==> src/rtl/gear_pkg.sv <==
// Shared types and speed-window helpers for the clutch-handshaked gear selector.
package gear_pkg;

  typedef enum logic [1:0] {
    DRIVE      = 2'd0,
    DISENGAGED = 2'd1,
    SYNC       = 2'd2
  } state_e;

  localparam int unsigned NEUTRAL = 0;

  function automatic int unsigned vel_max(input int unsigned vel_w);
    return (32'd1 << vel_w) - 32'd1;
  endfunction

  // Lower window edge; gear 1 always starts at standstill.
  function automatic int unsigned win_lo(input int unsigned g, input int unsigned step,
                                         input int unsigned margin, input int unsigned vel_w);
    int unsigned lo;
    if (g <= 1 || step * (g - 1) <= margin) lo = 0;
    else                                    lo = step * (g - 1) - margin;
    return (lo > vel_max(vel_w)) ? vel_max(vel_w) : lo;
  endfunction

  // Upper window edge; the top gear is open-ended.
  function automatic int unsigned win_hi(input int unsigned g, input int unsigned num_gears,
                                         input int unsigned step, input int unsigned margin,
                                         input int unsigned vel_w);
    int unsigned hi;
    if (g >= num_gears) return vel_max(vel_w);
    hi = step * g + margin;
    return (hi > vel_max(vel_w)) ? vel_max(vel_w) : hi;
  endfunction

endpackage

==> src/rtl/gear_window_chk.sv <==
// Combinational speed-window check for one gear code (neutral, forward or reverse).
module gear_window_chk
  import gear_pkg::*;
#(
  parameter int unsigned NUM_GEARS   = 5,
  parameter int unsigned VEL_W       = 8,
  parameter int unsigned GEAR_W      = 3,
  parameter int unsigned STEP        = 20,
  parameter int unsigned MARGIN      = 5,
  parameter int unsigned REV_CODE    = 6,
  parameter int unsigned REV_MAX_VEL = 5
) (
  input  logic [GEAR_W-1:0] gear_code,
  input  logic [VEL_W-1:0]  velocity,
  output logic              in_window
);

  logic [VEL_W-1:0] lo;
  logic [VEL_W-1:0] hi;
  logic             fwd;

  // Select the window bounds of the addressed forward gear, then compare once.
  always_comb begin
    lo  = '0;
    hi  = '0;
    fwd = 1'b0;
    for (int unsigned g = 1; g <= NUM_GEARS; g++) begin
      if (gear_code == GEAR_W'(g)) begin
        fwd = 1'b1;
        lo  = VEL_W'(win_lo(g, STEP, MARGIN, VEL_W));
        hi  = VEL_W'(win_hi(g, NUM_GEARS, STEP, MARGIN, VEL_W));
      end
    end
    in_window = 1'b0;
    if (gear_code == GEAR_W'(NEUTRAL))       in_window = 1'b1;
    else if (gear_code == GEAR_W'(REV_CODE)) in_window = (velocity <= VEL_W'(REV_MAX_VEL));
    else if (fwd)                            in_window = (velocity >= lo) && (velocity <= hi);
  end

endmodule

==> src/rtl/gear_shift_ctrl.sv <==
// Gear selector: validates requests against speed windows, commits after a clutch
// release plus synchroniser delay, and flags sustained out-of-window driving.
module gear_shift_ctrl
  import gear_pkg::*;
#(
  parameter int unsigned NUM_GEARS    = 5,
  parameter int unsigned VEL_W        = 8,
  parameter int unsigned GEAR_W       = 3,
  parameter int unsigned STEP         = 20,
  parameter int unsigned MARGIN       = 5,
  parameter int unsigned REV_CODE     = 6,
  parameter int unsigned REV_MAX_VEL  = 5,
  parameter int unsigned SHIFT_CYCLES = 4,
  parameter int unsigned ERR_CYCLES   = 8
) (
  input  logic                 clk,
  input  logic                 rst,
  input  logic                 clutch,
  input  logic                 reverse,
  input  logic [NUM_GEARS-1:0] gear_req,
  input  logic [VEL_W-1:0]     velocity_in,
  output logic [GEAR_W-1:0]    gear,
  output logic                 shifting,
  output logic                 shift_done,
  output logic                 shift_rej,
  output logic                 window_err
);

  localparam int unsigned SC_W  = (SHIFT_CYCLES > 1) ? $clog2(SHIFT_CYCLES) : 1;
  localparam int unsigned ERR_W = $clog2(ERR_CYCLES + 1);

  state_e              state_q, state_d;
  logic [GEAR_W-1:0]   gear_q, gear_d;
  logic [GEAR_W-1:0]   target_q, target_d;
  logic [SC_W-1:0]     sync_cnt_q, sync_cnt_d;
  logic [ERR_W-1:0]    err_cnt_q, err_cnt_d;
  logic                shift_done_q, shift_done_d;
  logic                shift_rej_q, shift_rej_d;
  logic                window_err_q, window_err_d;
  logic                shifting_q, shifting_d;

  logic [GEAR_W-1:0]   req_code;
  logic                req_ok;
  logic                req_in_win;
  logic                cur_in_win;
  logic                gear_fwd;

  gear_window_chk #(
    .NUM_GEARS(NUM_GEARS), .VEL_W(VEL_W), .GEAR_W(GEAR_W), .STEP(STEP),
    .MARGIN(MARGIN), .REV_CODE(REV_CODE), .REV_MAX_VEL(REV_MAX_VEL)
  ) u_tgt_chk (
    .gear_code(req_code),
    .velocity (velocity_in),
    .in_window(req_in_win)
  );

  gear_window_chk #(
    .NUM_GEARS(NUM_GEARS), .VEL_W(VEL_W), .GEAR_W(GEAR_W), .STEP(STEP),
    .MARGIN(MARGIN), .REV_CODE(REV_CODE), .REV_MAX_VEL(REV_MAX_VEL)
  ) u_cur_chk (
    .gear_code(gear_q),
    .velocity (velocity_in),
    .in_window(cur_in_win)
  );

  // Request decode: reverse wins, multi-hot forward requests are invalid.
  always_comb begin
    req_code = GEAR_W'(NEUTRAL);
    req_ok   = 1'b1;
    if (reverse) begin
      req_code = GEAR_W'(REV_CODE);
    end else if (!$onehot0(gear_req)) begin
      req_ok = 1'b0;
    end else begin
      for (int unsigned i = 0; i < NUM_GEARS; i++) begin
        if (gear_req[i]) req_code = GEAR_W'(i + 1);
      end
    end
  end

  assign gear_fwd = (gear_q != GEAR_W'(NEUTRAL)) && (gear_q <= GEAR_W'(NUM_GEARS));

  always_comb begin
    state_d      = state_q;
    gear_d       = gear_q;
    target_d     = target_q;
    sync_cnt_d   = sync_cnt_q;
    err_cnt_d    = '0;
    shift_done_d = 1'b0;
    shift_rej_d  = 1'b0;

    unique case (state_q)
      DRIVE: begin
        if (clutch) state_d = DISENGAGED;
      end
      DISENGAGED: begin
        if (req_ok) target_d = req_code;
        if (!clutch) begin
          if (req_ok && req_in_win) begin
            state_d    = SYNC;
            sync_cnt_d = SC_W'(SHIFT_CYCLES - 1);
          end else begin
            state_d     = DRIVE;
            shift_rej_d = 1'b1;
          end
        end
      end
      SYNC: begin
        if (clutch) begin
          state_d = DISENGAGED;
        end else if (sync_cnt_q == '0) begin
          state_d      = DRIVE;
          gear_d       = target_q;
          shift_done_d = 1'b1;
        end else begin
          sync_cnt_d = sync_cnt_q - SC_W'(1);
        end
      end
      default: state_d = DRIVE;
    endcase

    // Out-of-window persistence only counts while cruising in a forward gear.
    if (state_q == DRIVE && state_d == DRIVE && gear_fwd && !cur_in_win) begin
      err_cnt_d = (err_cnt_q >= ERR_W'(ERR_CYCLES)) ? err_cnt_q : err_cnt_q + ERR_W'(1);
    end
    window_err_d = (err_cnt_d >= ERR_W'(ERR_CYCLES));
    shifting_d   = (state_d != DRIVE);
  end

  always_ff @(posedge clk) begin
    if (!rst) begin
      state_q      <= DRIVE;
      gear_q       <= '0;
      target_q     <= '0;
      sync_cnt_q   <= '0;
      err_cnt_q    <= '0;
      shift_done_q <= 1'b0;
      shift_rej_q  <= 1'b0;
      window_err_q <= 1'b0;
      shifting_q   <= 1'b0;
    end else begin
      state_q      <= state_d;
      gear_q       <= gear_d;
      target_q     <= target_d;
      sync_cnt_q   <= sync_cnt_d;
      err_cnt_q    <= err_cnt_d;
      shift_done_q <= shift_done_d;
      shift_rej_q  <= shift_rej_d;
      window_err_q <= window_err_d;
      shifting_q   <= shifting_d;
    end
  end

  assign gear       = gear_q;
  assign shifting   = shifting_q;
  assign shift_done = shift_done_q;
  assign shift_rej  = shift_rej_q;
  assign window_err = window_err_q;

endmodule

==> config.mk <==
export PLATFORM = sky130hd
export DESIGN_NAME = gear_shift_ctrl
export DESIGN_NICKNAME = d
export VERILOG_FILES = /design/src/rtl/gear_pkg.sv /design/src/rtl/gear_window_chk.sv /design/src/rtl/gear_shift_ctrl.sv
export SDC_FILE = /design/constraint.sdc
export NUM_CORES = 1
export LEC_CHECK = 0
export BUFFER_PORTS_ARGS = -buffer_cell sky130_fd_sc_hd__buf_4
export CAP_MARGIN = 20
export CORE_MARGIN = 4
export CORE_UTILIZATION = 52
export DETAILED_ROUTE_END_ITERATION = 6
export GPL_TIMING_DRIVEN = 0
export PLACE_DENSITY = 0.72
export SYNTH_ARGS = -nofsm -noshare
export SYNTH_HDL_FRONTEND = slang
export SYNTH_SLANG_ARGS = --single-unit
==> constraint.sdc <==
create_clock -name clk -period 3.6 [get_ports clk]
set_input_delay 0.54 -clock clk [delete_from_list [all_inputs] [get_ports clk]]
set_output_delay 0.54 -clock clk [all_outputs]
set_load 0.05 [all_outputs]
# Yosys cells after proc, flatten, opt, wreduce, memory -nomap -nowiden
# Index checks and enable logic that the tools add are counted.
# op_classes
n_lt_le_gt_ge	19
eq_ne	18
add_sub_neg	6
muxes	84
n_reduce_logical	21
bitwise_logic	4
# ops
operator	n
32-bit by 8-bit greater-than comparator with 1-bit output, second input constant	10
32-bit 2-to-1 mux	10
8-bit 2-to-1 mux	24
7-bit 2-to-1 mux	4
1-bit 2-to-1 mux	23
3-bit equality test, second input constant	6
2-bit 2-to-1 mux	9
3-bit 2-to-1 mux	6
8-bit greater-or-equal comparator	2
8-bit less-or-equal comparator	2
3-bit by 2-bit equality test with 1-bit output, second input constant	4
6-bit 2-to-1 mux	2
5-bit 2-to-1 mux	2
4-bit greater-or-equal comparator, second input constant	2
8-bit by 3-bit less-or-equal comparator with 1-bit output, second input constant	1
4-bit 2-to-1 mux	2
2-bit inequality test, second input constant	4
1-bit logical AND	7
3-bit by 1-bit equality test with 1-bit output, second input constant	2
2-bit logical NOT	3
3-bit logical NOT	2
2-bit one-hot mux with 3 select lines	1
3-bit OR reduction	2
5-bit AND reduction	1
16 further kinds	21
# word_totals
wordCells	161
in_bits	17
ff_bits	18

# Logic depth before layout (Yosys ltp)
# logic_depth
depth_word	31
ltp_mapped	17
mapped_depth_nobuf	17

# By module
# A second synthesis with hierarchy kept.
# hier_totals
hier_cells	223
hier_area_um2	1871.8
# modules_own_cells
module	cells_each	area_each_um2	instances	seq_area_each_um2
gear_shift_ctrl	98	923.4	1	360.3
gear_window_chk at u_tgt_chk	63	484.2	1	0.0
gear_window_chk at u_cur_chk	62	464.2	1	0.0

# Worst setup path before layout
# OpenSTA, ideal clock, no wires.
# synth_timing
path_kind	input to register
start	input gear_req[0]
end	register shift_rej_q, in the netlist shift_rej
setup_time_ns	0.079
setup_slack_ns	0.083
required_time_ns	3.521
t_arrival_ns	3.437
cell_stages	16
n_path_buf	0
path_cell_list	inv_1 > fa_1 > inv_1 > ha_1 > nand2_1 > a31oi_2 > nor2_2 > o21ai_2 > nor2b_1 > o21bai_1 > ha_1 > and3_2 > a31oi_1 > a211oi_1 > or3_1 > a211oi_2
# synth_between
elab_chain_len	20
# synth_rtl
item	line_no	source
from (decl)	gear_shift_ctrl.sv:20	input logic [NUM_GEARS-1:0] gear_req,
parallel branches: the longest is 18 deep, another holds 2-bit by 2-bit adder with 3-bit output	-	
1-bit logical AND (*)	gear_shift_ctrl.sv:99	if (req_ok && req_in_win) begin
1-bit 2-to-1 mux (*)	gear_shift_ctrl.sv:99	
to (signal assigned)	gear_shift_ctrl.sv:148	shift_rej_q <= shift_rej_d;
to (decl)	gear_shift_ctrl.sv:38	logic shift_rej_q, shift_rej_d;
# Every way passes the cells marked *.
# A chain may end at the register's enable or synchronous reset.

# Worst setup path in the final report
# layout_timing
start	input gear_req[1]
end	register shift_rej_q, in the netlist shift_rej
# layout_between
elab_chain_len	19
# layout_rtl
item	line_no	source
1-bit by 1-bit adder with 2-bit output (implied by the code) or 3-bit 2-to-1 mux (tied branches)	gear_shift_ctrl.sv:72, gear_shift_ctrl.sv:76	
2-bit by 2-bit adder with 3-bit output (implied by the code) or 3-bit 2-to-1 mux (tied branches)	gear_shift_ctrl.sv:72, gear_shift_ctrl.sv:76	
3-bit by 1-bit adder with 3-bit output (implied by the code) or 3-bit 2-to-1 mux (tied branches)	gear_shift_ctrl.sv:72, gear_shift_ctrl.sv:76	
3-bit by 1-bit less-or-equal comparator with 1-bit output (implied by the code) or 3-bit 2-to-1 mux (tied branches)	gear_shift_ctrl.sv:72, gear_shift_ctrl.sv:76	
3-bit 2-to-1 mux	gear_shift_ctrl.sv:72	end else if (!$onehot0(gear_req)) begin
3-bit 2-to-1 mux	gear_shift_ctrl.sv:70	if (reverse) begin
3-bit by 1-bit equality test with 1-bit output	gear_window_chk.sv:28	if (gear_code == GEAR_W'(g)) begin
8-bit 2-to-1 mux or 5-bit 2-to-1 mux (tied branches)	gear_window_chk.sv:28	
[3 not listed]	-	
8-bit 2-to-1 mux	gear_window_chk.sv:28	
8-bit greater-or-equal comparator or 8-bit less-or-equal comparator (tied branches)	gear_window_chk.sv:37	else if (fwd) in_window = (velocity >= lo) && (velocity <= hi);
1-bit logical AND	gear_window_chk.sv:37	
1-bit 2-to-1 mux	gear_window_chk.sv:37	
1-bit 2-to-1 mux	gear_window_chk.sv:36	else if (gear_code == GEAR_W'(REV_CODE)) in_window = (velocity <= VEL_W'(REV_MAX_VEL));
1-bit 2-to-1 mux	gear_window_chk.sv:35	if (gear_code == GEAR_W'(NEUTRAL)) in_window = 1'b1;
1-bit logical AND (*)	gear_shift_ctrl.sv:99	
1-bit 2-to-1 mux (*)	gear_shift_ctrl.sv:99	
# Every way passes the cells marked *; elsewhere a longest branch is shown, timed or not.

==> results.py <==
metrics = {
    "synthesis": {
        "ys.flop_type": "dfxtp_1",
        "synth_area_leaders": "ha_1, dfxtp_1, nor2_1, nand2_1, a21oi_1",
        "synth_cells": 226,
        "synth_fp_nets": 280,
        "synth_most_common_cell": "ha_1",
        "ys_ff_latch": 18,
        "async_reset_ff_frac": 0,
        "synth_area_mm2": 0.00182,
        "synth-seq-area-share": 0.198,
        "synth_top_area_cell": "ha_1",
        "avgSynthCellArea_um2": 8.03,
        "synth.top_cell.area_share": 0.248,
        "synth_common_cells": "ha_1, nor2_1, nand2_1, dfxtp_1, inv_1",
        "synth_edf_count": 0,
        "ys_types": 46,
        "yosys_warnings": 0,
    },
    "global_routing": {
        "grt_pass1_wl_um": 6630,
        "grt_pass1_vias": 1471,
        "grt_antenna_before_repair": 0,
        "grt_max_degree": 11,
        "track_usage": 0.188,
        "grt_overflow": 0,
    },
    "critical_path": {
        "crit_path_top_delay_cell": "fa_1",
        "worstSetupStartpointType": "primary input",
        "worstPathCellList": "buf_4 -> inv_1 -> fa_1 -> inv_1 -> ha_1 -> nand2_1 -> a31oi_4 -> nor2_4 -> o21ai_4 -> and2_1 -> o21bai_1 -> ha_1 -> and3_2 -> a31oi_2 -> a211oi_2 -> or3_1 -> a211oi_2",
        "crit_family": "simple AND/OR/NAND/NOR gates",
        "cp.buffers_inverters": 3,
        "endpoint_kind": "flip-flop",
        "worstPathArrival_ps": 3700,
        "required_ps": 3820,
        "crit_fanout": 6,
        "path_class": "primary input to flip-flop",
        "max_stage_delay_ps": 500,
    },
    "final_layout": {
        "fillers": 339,
        "final_area_mm2": 0.00216,
        "area_delta_synth_final_pct": 19.0,
        "drive_above_1_share": 0.209,
        "diodes": 0,
        "final_core_util": 0.642,
        "nets": 313,
    },
    "placed_design": {
        "placed_cell_area_mm2": 0.00203,
        "gp_congestion": 0.840,
        "place.port_buffers": 21,
        "dp_hpwl_um": 3100,
    },
    "floorplan": {
        "die_w_um": 67.1,
        "initial_core_util": 0.540,
        "coreArea_mm2": 0.00336,
        "die_area_mm2": 0.00450,
        "die_h_um": 67.1,
        "rows": 21,
        "ios": 24,
    },
    "pwr": {
        "finalPower_uw": 503,
        "ir_drop_v": 0.000175,
        "leakage_nw": 0.916,
        "powerDensity_mw_per_mm2": 233,
    },
    "timing": {
        "hold_viol": 0,
        "fin_crit_sh": 0.967,
        "fmax_ghz": 0.287,
        "final_max_slew_viol_count": 0,
        "holdWs_ps": 464,
        "worst_pin_slew_ps": 679,
        "fin_crit_ps": 3480,
        "relSlewSlack": 0.541,
        "setup_violations": 0,
        "finalSetupTns_ps": 0,
        "rsz0062_at_grt": "yes",
        "clock_skew_ps": 2.24,
    },
    "clocking": {
        "clkTransAtPathRegs_ps": 100,
        "numCtsBuffers": 3,
        "clock-sinks": 18,
        "cts_buffer_depth": 2,
        "holdBufCountCts": 0,
        "htreeDepth": 1,
        "cts_tree": "done",
        "insertion_delay_ps": 290,
        "clockRootBuffer": "clkbuf_4",
    },
    "routing": {
        "vias_per_cell": 5.60,
        "vias": 1702,
        "first_pass_iters": 5,
        "drtIter0Drc": 105,
        "wire_per_inst_um": 13.1,
        "ant_nets": 0,
        "wl_um": 3990,
        "post-route-drc-count": 0,
    },
    "hold_path": {
        "hp-class": "primary input to flip-flop",
    },
    "run": {
        "drv_cap": 0,
    },
    "status": {
        "status": "complete, no violations",
    },
}
==> power breakdown <==
group / internal (mW) / switching [mW]
clock network: 0.0617 / 0.0630
registers: 0.203 / 0.00307
logic: 0.0764 / 0.0959
==> cell type report <==
cell class,instances,area (um^2),share of cell area
repair buffers,28,210,0.0973
flip-flops and latches,18,360,0.167
clock buffers,4,36.3,0.0168
plain buffers,4,25.0,0.0116
inverters,18,67.6,0.0313
multi-input cells,186,1400,0.650
well taps,46,57.6,0.0266
==> flip-flops by register name, indices dropped and copies added, names as in the netlist <==
name,count
sync_cnt_q,2
shifting,1
shift_done,1
gear,3
err_cnt_q,4
window_err,1
shift_rej,1
target_q,3
state_q,2
==> cell usage in the layout, fill, tap and decap left out, drive strengths merged, types with 5 or more instances in the layout <==
cell,synthesis,routed
nor2,29,29
buf,4,32
dfxtp,18,18
ha,36,36
inv,17,17
a21o,5,5
nor2b,5,5
nor3,5,5
mux2i,5,5
a21oi,16,16
a211oi,6,6
nand4,5,5
o21ai,11,11
nand2,23,23
==> through the flow <==
| stage | cells | worst slack (ps) |
|---|---|---|
| after global placement | 293 | -440 |
| after floorplan | 226 | 83.3 |
| after global routing | 304 | -31.4 |
| after CTS | 297 | 69.5 |
| after detailed placement | 293 | -470 |
| final | 304 | 117 |
==> kinds of logic after synthesis <==
group,synth area share
AO/OA/AOI/OAI,0.212
XOR/XNOR,0.0145
adder cells (fa/ha/maj),0.259
buffers and inverters,0.0510
flip-flops,0.198
multiplexers,0.0276
AND/OR/NAND/NOR,0.237
==> timing repair <==
action,CTS,global route
pin swaps,0,8
hold endpoints to repair,0,0
setup buffers,0,7
resized for setup,3,5
endpoints found under the setup margin,5,5
==> worst paths after layout <==
path | from | to | slack [ps] | cells past startpoint
max reg2reg | gear[2]$_SDFFE_PN0P_ | err_cnt_q[0]$_SDFF_PN0_ | 830 | 11
min reg2reg | target_q[1]$_SDFFE_PN0P_ | target_q[1]$_SDFFE_PN0P_ | 520 | 2
max | gear_req[1] | shift_rej$_SDFF_PP0_ | 120 | 17
min | clutch | shift_done$_SDFF_PP0_ | 460 | 2
==> per-layer routing <==
layer	part of all wire	up-vias	GRT usage
met4	0.0045	0	0.0228
met5	0	-	0
met1	0.47	791	0.251
met2	0.49	30	0.326
li1	-	879	-
met3	0.042	2	0.0253
(Power assumes the default switching activity.)
